**config.mk**
```make
export PLATFORM = sky130hd
export DESIGN_NAME = approx_adder_err_sequencer
export DESIGN_NICKNAME = d
export VERILOG_FILES = /design/src/rtl/approx_adder_err_sequencer.sv
export SDC_FILE = /design/constraint.sdc
export NUM_CORES = 1
export LEC_CHECK = 0
export CAP_MARGIN = 10
export CORE_MARGIN = 2
export CORE_UTILIZATION = 35
export DETAILED_ROUTE_END_ITERATION = 10
export PLACE_DENSITY = 0.6
export SLEW_MARGIN = 20
export SYNTH_ARGS = -nofsm -noshare
export SYNTH_HDL_FRONTEND = slang
export SYNTH_SLANG_ARGS = --single-unit
```
**constraint.sdc**
```tcl
create_clock -name clk -period 8.4 [get_ports clk]
set_input_delay 2.1 -clock clk [delete_from_list [all_inputs] [get_ports clk]]
set_output_delay 2.1 -clock clk [all_outputs]
set_load 0.05 [all_outputs]
```
**src/rtl/approx_adder_err_sequencer.sv**
```systemverilog
// Self-test sequencer for a combinational approximate adder. Drives LFSR
// operand pairs into the adder, compares each registered result against the
// exact sum, and accumulates error count, maximum and summed error distance.
module approx_adder_err_sequencer #(
  parameter int              N           = 16,
  parameter int              NUM_SAMPLES = 1024,
  parameter logic [2*N-1:0]  SEED        = 32'hACE1_0001,
  parameter logic [2*N-1:0]  TAPS        = 32'h8020_0003,
  parameter int              CW          = $clog2(NUM_SAMPLES + 1)
) (
  input  logic              clk,
  input  logic              rst_n,
  input  logic              start,
  output logic              busy,
  output logic              done,
  output logic [N-1:0]      op_x,
  output logic [N-1:0]      op_y,
  input  logic [N-1:0]      adder_s,
  input  logic              adder_co,
  output logic [CW-1:0]     err_count,
  output logic [N:0]        max_ed,
  output logic [N+CW:0]     sum_ed
);

  localparam int             SW       = N + 1 + CW;
  // An all-zero LFSR would lock up, so a zero seed is replaced by 1.
  localparam logic [2*N-1:0] SEED_EFF = (SEED == '0) ? {{(2*N-1){1'b0}}, 1'b1} : SEED;
  localparam logic [CW-1:0]  NS_C     = CW'(NUM_SAMPLES);
  localparam logic [CW-1:0]  ONE_C    = CW'(1);

  typedef enum logic [1:0] {IDLE, RUN, DRAIN} state_t;

  // Fibonacci LFSR step: shift left, feedback is parity of tapped bits.
  function automatic logic [2*N-1:0] lfsr_next(input logic [2*N-1:0] l);
    return {l[2*N-2:0], ^(l & TAPS)};
  endfunction

  // Unsigned error distance |a - b|.
  function automatic logic [N:0] abs_diff(input logic [N:0] a, input logic [N:0] b);
    return (a >= b) ? (a - b) : (b - a);
  endfunction

  state_t          state_q, state_d;
  logic [CW-1:0]   cnt_q, cnt_d, cnt_inc;
  logic [2*N-1:0]  lfsr_q, lfsr_d;
  logic [N-1:0]    op_x_q, op_x_d, op_y_q, op_y_d;
  logic            valid_q, valid_d;
  logic            done_q, done_d;
  logic [CW-1:0]   err_q, err_d;
  logic [N:0]      max_q, max_d;
  logic [SW-1:0]   sum_q, sum_d;
  logic [N:0]      exact, approx, ed;
  logic            acc, issue;

  // Error distance of the sample currently presented to the adder.
  always_comb begin
    exact  = {1'b0, op_x_q} + {1'b0, op_y_q};
    approx = {adder_co, adder_s};
    ed     = abs_diff(exact, approx);
  end

  // Next-state, issue and accumulate logic.
  always_comb begin
    state_d = state_q;
    cnt_d   = cnt_q;
    lfsr_d  = lfsr_q;
    op_x_d  = op_x_q;
    op_y_d  = op_y_q;
    valid_d = valid_q;
    done_d  = 1'b0;
    err_d   = err_q;
    max_d   = max_q;
    sum_d   = sum_q;
    acc     = 1'b0;
    issue   = 1'b0;
    cnt_inc = cnt_q + ONE_C;
    case (state_q)
      IDLE: begin
        if (start) begin
          err_d   = '0;
          max_d   = '0;
          sum_d   = '0;
          issue   = 1'b1;
          cnt_d   = ONE_C;
          valid_d = 1'b1;
          // The last sample's result lands in DRAIN, so a single-sample
          // run skips RUN entirely.
          state_d = (NS_C == ONE_C) ? DRAIN : RUN;
        end
      end
      RUN: begin
        acc = valid_q;
        if (cnt_q < NS_C) begin
          issue = 1'b1;
          cnt_d = cnt_inc;
          if (cnt_inc == NS_C) state_d = DRAIN;
        end else begin
          state_d = DRAIN;
        end
      end
      DRAIN: begin
        acc     = valid_q;
        valid_d = 1'b0;
        state_d = IDLE;
        done_d  = 1'b1;
      end
      default: state_d = IDLE;
    endcase
    if (issue) begin
      op_x_d = lfsr_q[2*N-1:N];
      op_y_d = lfsr_q[N-1:0];
      lfsr_d = lfsr_next(lfsr_q);
    end
    if (acc) begin
      err_d = err_q + CW'(ed != '0);
      max_d = (ed > max_q) ? ed : max_q;
      sum_d = sum_q + SW'(ed);
    end
  end

  // State and datapath registers; reset abandons any run in progress.
  always_ff @(posedge clk or negedge rst_n) begin
    if (!rst_n) begin
      state_q <= IDLE;
      cnt_q   <= '0;
      lfsr_q  <= SEED_EFF;
      op_x_q  <= '0;
      op_y_q  <= '0;
      valid_q <= 1'b0;
      done_q  <= 1'b0;
      err_q   <= '0;
      max_q   <= '0;
      sum_q   <= '0;
    end else begin
      state_q <= state_d;
      cnt_q   <= cnt_d;
      lfsr_q  <= lfsr_d;
      op_x_q  <= op_x_d;
      op_y_q  <= op_y_d;
      valid_q <= valid_d;
      done_q  <= done_d;
      err_q   <= err_d;
      max_q   <= max_d;
      sum_q   <= sum_d;
    end
  end

  assign busy      = (state_q != IDLE);
  assign done      = done_q;
  assign op_x      = op_x_q;
  assign op_y      = op_y_q;
  assign err_count = err_q;
  assign max_ed    = max_q;
  assign sum_ed    = sum_q;

endmodule

```
==> impl_metrics.py <==
metrics = {
    "global_routing": {
        "grt_pass1_vias": 6563,
        "grt_max_degree": 72,
        "overflow": 0,
        "antenna_found_initial": 0,
        "grt_usage_pct": 16.5,
        "grt_pass1_wl_um": 33100,
    },
    "power": {
        "p_leak_nw": 4.69,
        "p_switching_mw": 1.22,
        "clock_power_share_pct": 17.1,
        "sw_frac_of_total_pct": 47.5,
        "intPower_mw": 1.35,
        "ir_drop_mv": 0.178,
        "combPwrFrac_pct": 54.6,
        "power.total_mw": 2.57,
        "pwr_density_cell_nw_per_um2": 258,
        "pwr-share-seq_pct": 28.4,
    },
    "drt": {
        "drc": 0,
        "drt_wl_total_um": 20400,
        "ant_nets": 0,
        "firstDrtPassIters": 5,
        "vias_per_cell": 4.95,
        "via_count": 6891,
        "wl_per_cell_um": 14.7,
        "drt_iter0_drc": 300,
    },
    "final_layout": {
        "diodes": 0,
        "final_util_pct": 42.6,
        "fillers": 2365,
        "drive_above_1_share_pct": 5.03,
        "nNetsFinal": 1181,
        "syn_to_final_growth_pct": 19.5,
    },
    "critical_path": {
        "r2r_start": "lfsr_q[1]",
        "critPathLaunch": "lfsr_q[1]",
        "critPathLaunchType": "flip-flop",
        "crit_slowest_cell": "o32ai_1",
        "cp_data_required_time_ns": 8.65,
        "crit_fanout": 7,
        "slowest_delay_ns": 0.50,
        "cp-end-kind": "flip-flop",
        "setup.worst_path.class": "flip-flop to flip-flop",
        "crit_arrival_ns": 8.09,
    },
    "die": {
        "core_area_sq_um": 23400,
        "dieArea_sq_um": 25100,
        "io_pins": 110,
        "fp-row-count": 56,
        "start_util_pct": 35.6,
        "dieHeight_um": 158,
        "die_w_um": 158,
    },
    "synth": {
        "synth_area_sq_um": 8340,
        "async_reset_ff_share_pct": 100,
        "syn_area_per_cell_sq_um": 8.44,
        "yosys_warnings": 0,
        "synth_area_leaders": "dfrtp_1 31%, ha_1 13%, nand2_1 8.5%",
        "synth_commonest_cells": "189 x nand2_1, 103 x dfrtp_1, 89 x inv_1",
        "syn_inst": 988,
        "synth.distinct_cells": 66,
        "post-synth-top-count-cell": "nand2_1",
        "ys_seq_elements": 112,
        "synth-edff-count": 0,
        "synth_top_area_cell": "dfrtp_1",
        "synth-seq-area-share_pct": 33.7,
        "synth_top_area_share_pct": 30.9,
        "synth_flop_cell": "dfrtp_1",
        "syn-num-nets": 1100,
    },
    "timing": {
        "finalHoldViolCount": 0,
        "tightestPinTransition_ns": 0.930,
        "fmax_ghz": 0.128,
        "min_period_over_period_pct": 93.3,
        "report.final.slew_viol_count": 0,
        "maxSlewHeadroom_pct": 38.0,
        "finalSetupViolCount": 0,
        "post-route-min-period_ns": 7.84,
        "finalClockSkew_ns": 0.00744,
    },
    "clock_network": {
        "clock_path_buffers": 2,
        "cts.sinks": 112,
        "numCtsBuffers": 9,
        "clockRootBuffer": "clkbuf_16",
        "cts_tree": "done",
        "htreeDepth": 3,
        "path_clk_slew_ns": 0.08,
        "clkLatencyLatePin_ns": 0.36,
    },
    "placed_design": {
        "gp_congestion": 0.874,
        "io_buffers": 109,
        "dpl.hpwl_um": 15800,
    },
    "run": {
        "drv_cap": 0,
    },
    "status": {
        "status": "finished, final reports clean",
    },
    "hold_path": {
        "hp-start": "lfsr_q[16]",
        "hold_path_class": "flip-flop to flip-flop",
    },
}
cell usage in the layout (no fill, tap or decap), types with 6 or more instances in the layout:
| cell | instances |
|---|---|
| nand2_1 | 189 |
| clkdlybuf4s50_1 | 108 |
| dfrtp_1 | 103 |
| inv_1 | 89 |
| ha_1 | 88 |
| o21ai_0 | 62 |
| nor2_1 | 54 |
| a21oi_1 | 48 |
| xor2_1 | 28 |
| xnor2_1 | 25 |
| nand3_1 | 25 |
| mux2i_1 | 24 |
| o21a_1 | 14 |
| and3_1 | 14 |
| nand4_1 | 13 |
| nor3_1 | 12 |
| nor2b_1 | 11 |
| nand2b_1 | 11 |
| a21o_1 | 10 |
| buf_4 | 10 |
| or3_1 | 9 |
| clkbuf_16 | 9 |
| dfstp_2 | 9 |
| and2_1 | 7 |
| a211oi_1 | 6 |
| o211ai_1 | 6 |
| o21bai_1 | 6 |
cell families (layout without fill, tap and decap cells):
family          after synthesis  in the layout  share of synthesized area, %
compound gates              201            201                          15.4
xor+xnor                     57             57                          6.42
fa+ha+maj                    93             93                          14.3
buf+inv                     138            224                          7.44
flops                       112            112                          33.7
mux                          29             29                          3.59
simple gates                358            358                          19.2
power groups by stage:
stage | Combinational, mW | Clock (mW) | Sequential (mW)
after global routing | 1.53 | 0.470 | 0.739
final | 1.40 | 0.438 | 0.728
after detailed placement | 1.39 | 0 | 0.739
after global placement | 1.37 | 0 | 0.739
after CTS | 1.39 | 0.453 | 0.728
after floorplan | 0.727 | 0 | 0.983
layer usage:
metal / up-vias / GRT usage [%] / wire length, um
met5: - / 0 / 0
met4: 0 / 3.56 / 228
met3: 16 / 3.57 / 1040
met2: 146 / 27.5 / 9400
met1: 3214 / 22.1 / 9780
li1: 3515 / - / -
state kept, by name (all words and copies together), names as in the netlist, 2 cells and up:
name,cells
cnt_q,11
err_count,11
lfsr_q,32
max_ed,17
op_x,8
state_q,2
sum_ed,28
layout make-up:
cell class	instances	area (sq um)	share of cell area (%)
Tap cell	319	399	4.01
Clock buffer	9	225	2.26
Inverter	89	334	3.35
Sequential cell	112	2810	28.2
Timing Repair Buffer	119	1170	11.8
Clock inverter	7	72.6	0.728
Multi-Input combinational cell	738	4950	49.7
critical path, delay by kind of cell, from the launching register on:
kind / cells / cell delay (ns)
mux: 1 / 0.30
fa+ha+maj: 4 / 1.24
buf+inv: 2 / 0.32
simple gates: 7 / 1.61
compound gates: 16 / 3.23
flops: 1 / 0.44
xor+xnor: 2 / 0.57
path summary, 6_finish.rpt:
check	depth (start not counted)	to	slack [ns]
setup reg to reg	32	max_ed[15]	0.56
setup / recovery	32	max_ed[15]	0.56
hold reg to reg	2	lfsr_q[16]	0.46
hold / removal	2	lfsr_q[16]	0.46
max in group asynchronous	2	lfsr_q[15]	5.31
min in group asynchronous	1	err_count[10]	1.72
stage by stage:
stage / cell area, sq um / setup TNS (ns) / setup WS, ns / instances / hold slack [ns]
3_5_place_dp: 9600 / 0 / 0.120 / 1374 / 0.450
4_1_cts: 9900 / 0 / 0.113 / 1390 / 0.463
5_1_grt: 9960 / -0.0269 / -0.0269 / 1393 / 0.489
2_1_floorplan: 8340 / 0 / 1.19 / 988 / 0.439
6_report: 9960 / 0 / 0.563 / 1393 / 0.461
3_3_place_gp: 9600 / 0 / 0.219 / 1374 / 0.449
repair_timing:
item | 4_1_cts | 5_1_grt
endpoints found under the hold margin | 0 | 0
buffers inserted | 0 | 2
endpoints found under the setup margin | 0 | 23
hold buffers | 0 | 0
gates resized for setup | 0 | 6
Note: power is estimated with default switching activity, not from simulation.
